File: src/rtl/memtrace_pkg.sv
// Shared widths, payload structs and serializer state encoding for the memory trace recorder.
package memtrace_pkg;

   localparam int unsigned NUM_LANES     = 4;
   localparam int unsigned DATA_WIDTH    = 64;
   localparam int unsigned LOGSIZE_WIDTH = 8;
   localparam int unsigned CYCLE_WIDTH   = 64;
   localparam int unsigned DEPTH         = 4;
   localparam int unsigned LANE_ID_WIDTH = (NUM_LANES > 1) ? $clog2(NUM_LANES) : 1;

   typedef struct packed {
      logic [DATA_WIDTH-1:0]    address;
      logic                     is_store;
      logic [LOGSIZE_WIDTH-1:0] size;
      logic [DATA_WIDTH-1:0]    data;
   } memtrace_lane_t;

   typedef struct packed {
      logic [CYCLE_WIDTH-1:0]         cycle;
      logic [NUM_LANES-1:0]           mask;
      memtrace_lane_t [NUM_LANES-1:0] lane;
   } memtrace_snapshot_t;

   typedef enum logic [1:0] {
      IDLE = 2'd0,
      EMIT = 2'd1,
      DONE = 2'd2
   } memtrace_state_e;

   // Index of the lowest set bit; zero when the mask is empty.
   function automatic logic [LANE_ID_WIDTH-1:0] lowest_lane(input logic [NUM_LANES-1:0] mask);
      logic [LANE_ID_WIDTH-1:0] sel;
      sel = '0;
      for (int i = int'(NUM_LANES) - 1; i >= 0; i--) begin
         if (mask[i]) sel = LANE_ID_WIDTH'(i);
      end
      return sel;
   endfunction

endpackage

File: src/rtl/memtrace_if.sv
// Snapshot capture and record stream bundle between a trace source/sink and the recorder.
interface memtrace_if;
   import memtrace_pkg::*;

   logic [CYCLE_WIDTH-1:0]             in_cycle;
   logic [NUM_LANES-1:0]               in_valid;
   logic [DATA_WIDTH*NUM_LANES-1:0]    in_address;
   logic [NUM_LANES-1:0]               in_is_store;
   logic [LOGSIZE_WIDTH*NUM_LANES-1:0] in_size;
   logic [DATA_WIDTH*NUM_LANES-1:0]    in_data;
   logic                               in_finished;
   logic                               in_ready;

   logic                               out_valid;
   logic                               out_ready;
   logic [CYCLE_WIDTH-1:0]             out_cycle;
   logic [LANE_ID_WIDTH-1:0]           out_lane_id;
   logic [DATA_WIDTH-1:0]              out_address;
   logic                               out_is_store;
   logic [LOGSIZE_WIDTH-1:0]           out_size;
   logic [DATA_WIDTH-1:0]              out_data;
   logic                               done;

   modport master (
      output in_cycle, in_valid, in_address, in_is_store, in_size, in_data, in_finished, out_ready,
      input  in_ready, out_valid, out_cycle, out_lane_id, out_address, out_is_store, out_size,
             out_data, done
   );

   modport slave (
      input  in_cycle, in_valid, in_address, in_is_store, in_size, in_data, in_finished, out_ready,
      output in_ready, out_valid, out_cycle, out_lane_id, out_address, out_is_store, out_size,
             out_data, done
   );

endinterface

File: src/rtl/memtrace_snapshot_fifo.sv
// Snapshot FIFO with wrap-bit pointers; exposes the head and fullness as they will be after this edge.
module memtrace_snapshot_fifo
   import memtrace_pkg::*;
#(
   parameter int unsigned FIFO_DEPTH = DEPTH
) (
   input  logic               clock,
   input  logic               reset,
   input  logic               i_push,
   input  logic               i_pop,
   input  memtrace_snapshot_t i_data,
   output memtrace_snapshot_t o_head_next_c,
   output logic               o_full_next_c,
   output logic               o_empty_next_c
);

   localparam int unsigned IDX_W = $clog2(FIFO_DEPTH);
   localparam int unsigned PTR_W = IDX_W + 1;

   memtrace_snapshot_t r_mem [FIFO_DEPTH];
   logic [PTR_W-1:0]   r_rd_ptr;
   logic [PTR_W-1:0]   r_wr_ptr;
   logic [PTR_W-1:0]   w_rd_ptr_next;
   logic [PTR_W-1:0]   w_wr_ptr_next;
   logic               w_full;
   logic               w_empty;
   logic               w_push;
   logic               w_pop;

   assign w_full  = (r_rd_ptr[IDX_W] != r_wr_ptr[IDX_W]) &&
                    (r_rd_ptr[IDX_W-1:0] == r_wr_ptr[IDX_W-1:0]);
   assign w_empty = (r_rd_ptr == r_wr_ptr);
   assign w_push  = i_push && !w_full;
   assign w_pop   = i_pop && !w_empty;

   assign w_wr_ptr_next = r_wr_ptr + PTR_W'(w_push);
   assign w_rd_ptr_next = r_rd_ptr + PTR_W'(w_pop);

   assign o_empty_next_c = (w_rd_ptr_next == w_wr_ptr_next);
   assign o_full_next_c  = (w_rd_ptr_next[IDX_W] != w_wr_ptr_next[IDX_W]) &&
                           (w_rd_ptr_next[IDX_W-1:0] == w_wr_ptr_next[IDX_W-1:0]);

   // A push landing in the slot that becomes head is forwarded straight through.
   assign o_head_next_c = (w_push && (w_rd_ptr_next == r_wr_ptr)) ? i_data
                                                                  : r_mem[w_rd_ptr_next[IDX_W-1:0]];

   always_ff @(posedge clock) begin
      if (reset) begin
         r_rd_ptr <= '0;
         r_wr_ptr <= '0;
      end else begin
         r_rd_ptr <= w_rd_ptr_next;
         r_wr_ptr <= w_wr_ptr_next;
      end
   end

   always_ff @(posedge clock) begin
      if (!reset && w_push) r_mem[r_wr_ptr[IDX_W-1:0]] <= i_data;
   end

endmodule

File: src/rtl/memtrace_recorder.sv
// Captures per-cycle lane snapshots and serializes them into one record per valid lane, lowest lane first.
module memtrace_recorder
   import memtrace_pkg::*;
(
   input logic       clock,
   input logic       reset,
   memtrace_if.slave bus
);

   memtrace_state_e          r_state;
   logic [NUM_LANES-1:0]     r_pend;
   logic                     r_fin;
   logic                     r_in_ready;
   logic                     r_out_valid;
   logic                     r_done;
   logic [CYCLE_WIDTH-1:0]   r_out_cycle;
   logic [LANE_ID_WIDTH-1:0] r_out_lane_id;
   memtrace_lane_t           r_out_lane;

   memtrace_snapshot_t       w_push_data;
   memtrace_snapshot_t       w_head_next;
   logic                     w_push;
   logic                     w_hs;
   logic                     w_last;
   logic                     w_fin_next;
   logic                     w_full_next;
   logic                     w_empty_next;
   logic [NUM_LANES-1:0]     w_pend_clr;
   logic [NUM_LANES-1:0]     w_pend_next;
   logic [LANE_ID_WIDTH-1:0] w_sel;

   always_comb begin
      w_push_data       = '0;
      w_push_data.cycle = bus.in_cycle;
      w_push_data.mask  = bus.in_valid;
      for (int g = 0; g < int'(NUM_LANES); g++) begin
         w_push_data.lane[g].address  = bus.in_address[g*DATA_WIDTH +: DATA_WIDTH];
         w_push_data.lane[g].is_store = bus.in_is_store[g];
         w_push_data.lane[g].size     = bus.in_size[g*LOGSIZE_WIDTH +: LOGSIZE_WIDTH];
         w_push_data.lane[g].data     = bus.in_data[g*DATA_WIDTH +: DATA_WIDTH];
      end
   end

   assign w_push     = r_in_ready && (|bus.in_valid);
   assign w_hs       = r_out_valid && bus.out_ready;
   assign w_pend_clr = r_pend & ~(NUM_LANES'(1) << r_out_lane_id);
   assign w_last     = w_hs && (w_pend_clr == '0);
   assign w_fin_next = r_fin || bus.in_finished;

   memtrace_snapshot_fifo #(
      .FIFO_DEPTH (DEPTH)
   ) u_fifo (
      .clock          (clock),
      .reset          (reset),
      .i_push         (w_push),
      .i_pop          (w_last),
      .i_data         (w_push_data),
      .o_head_next_c  (w_head_next),
      .o_full_next_c  (w_full_next),
      .o_empty_next_c (w_empty_next)
   );

   // Pending lanes of whichever entry will be head after this edge.
   always_comb begin
      w_pend_next = r_pend;
      if (w_empty_next) begin
         w_pend_next = '0;
      end else if (w_hs && !w_last) begin
         w_pend_next = w_pend_clr;
      end else if (w_last || (r_pend == '0)) begin
         w_pend_next = w_head_next.mask;
      end
   end

   assign w_sel = lowest_lane(w_pend_next);

   always_ff @(posedge clock) begin
      if (reset) begin
         r_state       <= IDLE;
         r_pend        <= '0;
         r_fin         <= 1'b0;
         r_in_ready    <= 1'b1;
         r_out_valid   <= 1'b0;
         r_done        <= 1'b0;
         r_out_cycle   <= '0;
         r_out_lane_id <= '0;
         r_out_lane    <= '0;
      end else begin
         r_pend     <= w_pend_next;
         r_fin      <= w_fin_next;
         r_in_ready <= !w_full_next && !w_fin_next;

         // Record fields are preloaded so they are valid the cycle the head appears.
         if (w_empty_next) begin
            r_out_cycle   <= '0;
            r_out_lane_id <= '0;
            r_out_lane    <= '0;
         end else begin
            r_out_cycle   <= w_head_next.cycle;
            r_out_lane_id <= w_sel;
            r_out_lane    <= w_head_next.lane[w_sel];
         end

         case (r_state)
            IDLE: begin
               if (w_push) begin
                  r_state     <= EMIT;
                  r_out_valid <= 1'b1;
               end else if (r_fin) begin
                  r_state <= DONE;
                  r_done  <= 1'b1;
               end
            end
            EMIT: begin
               if (w_last && w_empty_next) begin
                  r_state     <= r_fin ? DONE : IDLE;
                  r_out_valid <= 1'b0;
                  r_done      <= r_fin;
               end
            end
            DONE: begin
               r_state <= DONE;
            end
            default: begin
               r_state     <= IDLE;
               r_out_valid <= 1'b0;
               r_done      <= 1'b0;
            end
         endcase
      end
   end

   assign bus.in_ready     = r_in_ready;
   assign bus.out_valid    = r_out_valid;
   assign bus.out_cycle    = r_out_cycle;
   assign bus.out_lane_id  = r_out_lane_id;
   assign bus.out_address  = r_out_lane.address;
   assign bus.out_is_store = r_out_lane.is_store;
   assign bus.out_size     = r_out_lane.size;
   assign bus.out_data     = r_out_lane.data;
   assign bus.done         = r_done;

endmodule

File: src/flat_wrapper.sv
// flat-port wrapper written by rule: the top's interface ports become plain ports
module memtrace_recorder_flat import memtrace_pkg::*;
  (clock, reset, bus_in_cycle, bus_in_valid, bus_in_address, bus_in_is_store, bus_in_size, bus_in_data, bus_in_finished, bus_out_ready, bus_in_ready, bus_out_valid, bus_out_cycle, bus_out_lane_id, bus_out_address, bus_out_is_store, bus_out_size, bus_out_data, bus_done);
  memtrace_if bus_i ();
  input logic clock;
  input logic reset;
  input wire logic [$bits(bus_i.in_cycle)-1:0] bus_in_cycle;
  input wire logic [$bits(bus_i.in_valid)-1:0] bus_in_valid;
  input wire logic [$bits(bus_i.in_address)-1:0] bus_in_address;
  input wire logic [$bits(bus_i.in_is_store)-1:0] bus_in_is_store;
  input wire logic [$bits(bus_i.in_size)-1:0] bus_in_size;
  input wire logic [$bits(bus_i.in_data)-1:0] bus_in_data;
  input wire logic [$bits(bus_i.in_finished)-1:0] bus_in_finished;
  input wire logic [$bits(bus_i.out_ready)-1:0] bus_out_ready;
  output wire logic [$bits(bus_i.in_ready)-1:0] bus_in_ready;
  output wire logic [$bits(bus_i.out_valid)-1:0] bus_out_valid;
  output wire logic [$bits(bus_i.out_cycle)-1:0] bus_out_cycle;
  output wire logic [$bits(bus_i.out_lane_id)-1:0] bus_out_lane_id;
  output wire logic [$bits(bus_i.out_address)-1:0] bus_out_address;
  output wire logic [$bits(bus_i.out_is_store)-1:0] bus_out_is_store;
  output wire logic [$bits(bus_i.out_size)-1:0] bus_out_size;
  output wire logic [$bits(bus_i.out_data)-1:0] bus_out_data;
  output wire logic [$bits(bus_i.done)-1:0] bus_done;
  assign bus_i.in_cycle = bus_in_cycle;
  assign bus_i.in_valid = bus_in_valid;
  assign bus_i.in_address = bus_in_address;
  assign bus_i.in_is_store = bus_in_is_store;
  assign bus_i.in_size = bus_in_size;
  assign bus_i.in_data = bus_in_data;
  assign bus_i.in_finished = bus_in_finished;
  assign bus_i.out_ready = bus_out_ready;
  assign bus_in_ready = bus_i.in_ready;
  assign bus_out_valid = bus_i.out_valid;
  assign bus_out_cycle = bus_i.out_cycle;
  assign bus_out_lane_id = bus_i.out_lane_id;
  assign bus_out_address = bus_i.out_address;
  assign bus_out_is_store = bus_i.out_is_store;
  assign bus_out_size = bus_i.out_size;
  assign bus_out_data = bus_i.out_data;
  assign bus_done = bus_i.done;
  memtrace_recorder u_core (.clock(clock), .reset(reset), .bus(bus_i));
endmodule
File: config.mk
export PLATFORM = sky130hd
export DESIGN_NAME = memtrace_recorder_flat
export DESIGN_NICKNAME = d
export VERILOG_FILES = /design/src/rtl/memtrace_pkg.sv /design/src/rtl/memtrace_if.sv /design/src/rtl/memtrace_snapshot_fifo.sv /design/src/rtl/memtrace_recorder.sv /design/src/flat_wrapper.sv
export SDC_FILE = /design/constraint.sdc
export NUM_CORES = 2
export LEC_CHECK = 0
export CORE_UTILIZATION = 25
export DETAILED_ROUTE_END_ITERATION = 12
export PLACE_DENSITY = 0.42
export SYNTH_ARGS = -nofsm -noshare
export SYNTH_HDL_FRONTEND = slang
export SYNTH_SLANG_ARGS = --single-unit
File: constraint.sdc
create_clock -name clock -period 63 [get_ports clock]
set_input_delay 6.3 -clock clock [delete_from_list [all_inputs] [get_ports clock]]
set_output_delay 6.3 -clock clock [all_outputs]
set_load 0.01 [all_outputs]
## After elaboration in Yosys (flattened, before gate mapping)

Memories as Yosys holds them, arrays and structs flattened.
Cells that the tools add are included.

- Register bits: 219
- RAM bits: 2,464
- Input bits: 620
- Output and inout port bits: 206
- Word-level logic and storage cells: 88
- Memories: 1

- $add $sub $neg: 2
- Magnitude comparators: 1
- Eq/ne operators: 14
- Shifts and indexed selects: 1
- Mux-type cells: 24
- Bitwise logic cells: 3
- Reductions and logical operators: 28

Memory list:

| name | words | bits a word | rd ports | clocked after Yosys merged registers in | write ports | line | text |
|---|---|---|---|---|---|---|---|
| u_core.u_fifo.r_mem | 4 | 616 | 1 | 0 | 1 | memtrace_snapshot_fifo.sv:20 | `memtrace_snapshot_t r_mem [FIFO_DEPTH];` |

Operators with widths:

| operator | number |
|---|---|
| $mux 616 | 1 |
| $bmux 137 s2 | 1 |
| $mux 137 | 1 |
| $mux 2 | 8 |
| $logic_and 1x1->1 | 12 |
| $mux 4 | 3 |
| $eq 3x3->1 | 3 |
| $logic_not 4->1 | 2 |
| $mux 1 | 7 |
| $add 3x1->3 | 2 |
| $logic_not 1->1 | 6 |
| $pmux 1 s3 | 2 |
| $pmux 2 s3 | 1 |
| $and 4x4->4 | 1 |
| $eq 2x2->1 | 2 |
| $ne 2x1->1 const B | 2 |
| $ne 2x2->1 const B | 2 |
| $not 4->4 | 1 |
| $reduce_and 4->1 | 1 |
| $reduce_or 4->1 | 1 |
| $shl 1x2->4 const A | 1 |
| $lt 2x3->1 const B | 1 |
| $ne 3x2->1 const B | 1 |
| $reduce_and 3->1 | 1 |
| other kinds (8) | 10 |

## Depth between registers and ports, before layout

- Word-level depth: 19
- Gate-level depth with buffers: 18

## Cells and area by module

A second synthesis with hierarchy kept.

- Cells, all modules: 5,264
- Area, all modules: 109,234.8 µm²

By module, submodules not included:

| module | instances | cells each | area each (µm²) | seq. area each (µm²) |
|---|---|---|---|---|
| memtrace_snapshot_fifo | 1 | 3,943 | 97,129.4 | 74,111.1 |
| memtrace_recorder | 1 | 1,321 | 12,105.4 | 4,264.1 |

## Worst setup path before layout

OpenSTA, ideal clock, no wires.

- Path type: input -> register
- Start point: input bus_in_valid[0]
- End point: memory u_core.u_fifo.r_mem[0][0] (netlist name), enable pin
- Arrival: 51.133 ns
- Required time: 60.522 ns
- Setup slack: 9.390 ns
- Cell stages on the path: 4
- Path through: o41ai_2 > a21oi_1 > nor2b_1 > nor3b_1

- Cells in the longest elaborated chain, start to end: 6

RTL lines:

| what | line | text |
|---|---|---|
| start, declared | flat_wrapper.sv:8 | `input wire logic [$bits(bus_i.in_valid)-1:0] bus_in_valid;` |
| $reduce_or 4->1 | memtrace_recorder.sv:44 | `assign w_push = r_in_ready && (\|bus.in_valid);` |
| $logic_and 1x1->1 | memtrace_recorder.sv:44 |  |
| $logic_and 1x1->1 | memtrace_snapshot_fifo.sv:33 | `assign w_push = i_push && !w_full;` |
| $logic_and 1x1->1 | memtrace_snapshot_fifo.sv:58 | `if (!reset && w_push) r_mem[r_wr_ptr[IDX_W-1:0]] <= i_data;` |
| $mux 1 | memtrace_snapshot_fifo.sv:58 |  |
| $mux 1 (implied by the code) | memtrace_snapshot_fifo.sv:58 |  |
| end, declared | memtrace_snapshot_fifo.sv:20 |  |

No other way between the ends.

## Worst setup path after layout

- Start point: input bus_out_ready
- End point: register u_core.r_out_lane (netlist bit u_core.bus.out_address[59])

- Cells in the longest elaborated chain, start to end: 16
- Elaborated cells on any way between the ends: 22
- Those cells by class: add/sub: 1; eq/ne: 2; mux: 10; reduce/logical: 8; memory: 1

RTL lines:

| what | line | text |
|---|---|---|
| start, declared | flat_wrapper.sv:14 | `input wire logic [$bits(bus_i.out_ready)-1:0] bus_out_ready;` |
| $logic_and 1x1->1 (*) | memtrace_recorder.sv:45 | `assign w_hs = r_out_valid && bus.out_ready;` |
| $logic_and 1x1->1 (*) | memtrace_recorder.sv:47 | `assign w_last = w_hs && (w_pend_clr == '0);` |
| $logic_and 1x1->1 (*) | memtrace_snapshot_fifo.sv:34 | `assign w_pop = i_pop && !w_empty;` |
| $add 3x1->3 (*) | memtrace_snapshot_fifo.sv:37 | `assign w_rd_ptr_next = r_rd_ptr + PTR_W'(w_pop);` |
| net u_core.u_fifo.w_rd_ptr_next[0] | memtrace_snapshot_fifo.sv:23 | `logic [PTR_W-1:0] w_rd_ptr_next;` |
| branches (longest 12 deep; another with $mem_v2 4x616) | n/a |  |
| end signal, assigned | memtrace_recorder.sv:101 | `r_out_lane <= w_head_next.lane[w_sel];` |
| end, declared | memtrace_recorder.sv:18 | `memtrace_lane_t r_out_lane;` |

Mark *: on every way through the listed nets, which the timed path passes. The select of a mux whose other input is x is not followed.
A chain may end at the register's enable or synchronous reset.

==> run summary <==
====================================================================================================
Endpoint arrival time on the critical path ............................................    13,840 ps
Cell Pwr Density ...................................................................... 42.3 mW/mm^2
Worst endpoint required time ..........................................................    63,820 ps
Remaining Overflow, GRT ...............................................................            0
Class of the most critical setup path .................................................       in2reg
Distinct cell type count of the synthesized netlist ...................................           50
Clock-pin slew reported for the worst setup and hold paths after clock tree synthesis .        60 ps
Die height ............................................................................       650 um
Maximum single-stage delay on the critical path .......................................       850 ps
Total CTS buffers .....................................................................          323
GPL Wtd Cong ..........................................................................        0.713
Worst hold path type ..................................................................      reg2reg
Floorplan die width ...................................................................       650 um
Element type at the critical path start ...............................................    input pin
Area growth from synthesis to layout ..................................................        24.1%
Wire length of the first global-routing pass ..........................................       472 mm
Number of max-slew violations in the final report .....................................            0
Nets ..................................................................................        7,544
Finished Cell Area ....................................................................   0.130 mm^2
Synthesized area per cell .............................................................    17.3 um^2
Hold-fix buffers at CTS ...............................................................            0
GRT Resource Usage Total ..............................................................        15.2%
Final Core Density ....................................................................        31.2%
Cell count after placement ............................................................       12,092
Final period util .....................................................................        20.7%
Predominant post-synthesis flop cell ..................................................     edfxtp_1
# DRC .................................................................................            0
DR WL/cell ............................................................................      26.0 um
Number of levels in the clock H-tree ..................................................            5
Setup fix buffers added after clock tree synthesis ....................................            0
Share of post-route cells with drive strength above 1 .................................        16.8%
Flops & latches, synth ................................................................        2,683
Total via count in the routed design ..................................................       58,470
Cell Area, Synth ......................................................................   0.105 mm^2
Total Die Area ........................................................................   0.423 mm^2
Timing-limited maximum frequency ......................................................   0.0768 GHz
VDD IR-drop max .......................................................................    0.0890 mV
Slowest CP cell .......................................................................      and3b_4
Clock tree from TritonCTS .............................................................         done
Final number of setup-violating endpoints .............................................            0
Clock Tree Root .......................................................................    clkbuf_16
Unrepaired setup endpoints after global routing .......................................           no
Placed cell area ......................................................................   0.119 mm^2
Post-route worst hold slack ...........................................................       519 ps
Std cell rows .........................................................................          237
IO buf count ..........................................................................          825
Number of enable flip-flop cells after synthesis ......................................        2,464
Number of buffers on the longest clock path ...........................................            4
Crit-path cells ....................................................................... clkdlybuf4s50_1 > and2_1 > o21ai_0 > nor2_1 > ha_4 > buf_12 > buf_12 > xnor2_1 > nand2_1 > nor2b_1 > a221oi_1 > a22oi_1 > and3b_4 > buf_4 > buf_4 > o221ai_1 > nand2_1
Slew at the pin closest to its max-slew limit .........................................      1410 ps
Status ................................................................................    completed
Violation count after the first detailed-route iteration ..............................        4,669
Commonest cells after routing, fill and taps aside .................................... edfxtp_1, nor2_1, clkdlybuf4s50_1, nand2_1, mux4_2
Vias in the first global route ........................................................       60,843
Worst setup timing slack at the placement stage .......................................    48,820 ps
Initial antenna violation count .......................................................          128
Share of synthesized flip-flops with an asynchronous set or reset .....................           0%
Iteration count of the initial detailed-routing pass ..................................            7
Min Clock Period, post-route ..........................................................    13,020 ps
Total power draw ......................................................................      5.52 mW
Initial Util ..........................................................................        25.2%
Slew margin rel. ......................................................................        5.83%
Max-cap violation count ...............................................................            0
Clk sink count ........................................................................        2,683
Ratio of routed vias to standard cells ................................................         4.60
# fillers .............................................................................       40,567
Total core area .......................................................................   0.417 mm^2
Nature of the critical path endpoint ..................................................         flop
Worst setup slack after layout ........................................................    49,980 ps
# resized after CTS ...................................................................            0
Synthesized instance count ............................................................        6,070
Non-filler instance count after layout ................................................       12,721
Number of synthesis warnings ..........................................................            0
Largest net degree at the start of global routing .....................................          145
Register area share after synthesis ...................................................        74.7%
Clock Skew ............................................................................      42.5 ps
Sum of net half-perimeters after detailed placement ...................................       191 mm
Num ports .............................................................................          826
Number of nets in the synthesized netlist .............................................        6,694
Critical path fanouts, max ............................................................           83
Static Leakage ........................................................................      41.7 nW
Final WL ..............................................................................       331 mm
Hold Fails Final Rpt ..................................................................            0
Most common cell after layout, fill and taps aside ....................................     edfxtp_1
Total Neg Setup Slack .................................................................         0 ps
Remaining number of nets flagged by the antenna check after routing ...................            0
Clock insertion delay at the later pin of the skew report .............................       930 ps
====================================================================================================
## area by class of cell
class / count / area [um^2] / area share [%]
clock inverter: 143 / 1820 / 1.40
clock buffer: 454 / 8890 / 6.82
tap: 5497 / 6880 / 5.28
sequential: 2683 / 78400 / 60.2
multi-input combinational: 2979 / 25000 / 19.2
inverter: 7 / 26.3 / 0.0202
antenna: 32 / 80.1 / 0.0615
timing repair buffer: 926 / 9240 / 7.09
## cells in the mapped netlist (all sizes together) (5+ instances only)
cell type | count | area (um^2)
clkbuf | 247 | 927
edfxtp | 2464 | 74000
xnor2 | 5 | 43.8
dfxtp | 219 | 4380
o21ai | 10 | 50.0
buf | 154 | 777
o221ai | 273 | 2390
nor3 | 12 | 65.1
nand3 | 273 | 1370
mux4 | 616 | 13900
nor2b | 9 | 56.3
a21oi | 70 | 350
xor2 | 6 | 60.1
nand2 | 820 | 3080
nor2 | 842 | 3160
inv | 7 | 26.3
## critical path: cells and delay by family
kind / cells / cell delay, ps
xor gates and xnor gates: 1 / 190
adders and majority gates: 1 / 730
buffers and inverters: 5 / 3210
AOI/OAI and AO/OA: 4 / 1030
and+or+nand+nor: 6 / 2030
## sequential cells by signal, indices dropped and copies added, names as in the netlist, 3 cells and up
register / count
u_core.u_fifo.r_mem: 2464
u_core.u_fifo.r_wr_ptr: 3
u_core.r_pend: 4
u_core.bus.out_data: 64
u_core.bus.out_cycle: 64
u_core.bus.out_address: 64
u_core.u_fifo.r_rd_ptr: 3
u_core.bus.out_size: 8
## power by group
group	switching, mW	total [mW]	leakage, nW	internal, mW
registers	0.0481	2.14	24.2	2.09
logic	1.01	1.50	12.2	0.486
clock network	0.762	1.88	5.20	1.12
total	1.82	5.52	41.7	3.69
## kinds of logic after synthesis
group	synth area share, %
mux	13.2
simple gates	7.46
flops	74.7
fa+ha+maj	0.0477
buf+inv	1.65
xor+xnor	0.0989
compound gates	2.87
## metal layers
metal  routed length, um  GRT usage, %  share of wire (%)
met1              146000          20.6                 44
met2              157000          24.9                 47
met3               21400          3.67                6.5
met4                6550          3.01                2.0
met5                 486             0               0.15
## worst paths after layout
check,start,to,slack [ps],cells past startpoint
worst max-delay path,bus_out_ready,u_core.bus.out_address[59],49980,17
worst min-delay path,u_core.r_fin,u_core.r_fin,520,2
worst max register to register,u_core.bus.out_lane_id[1],u_core.bus.out_address[59],54740,17
worst min register to register,u_core.r_fin,u_core.r_fin,520,2
No activity file was read; power rests on OpenSTA's default activity.
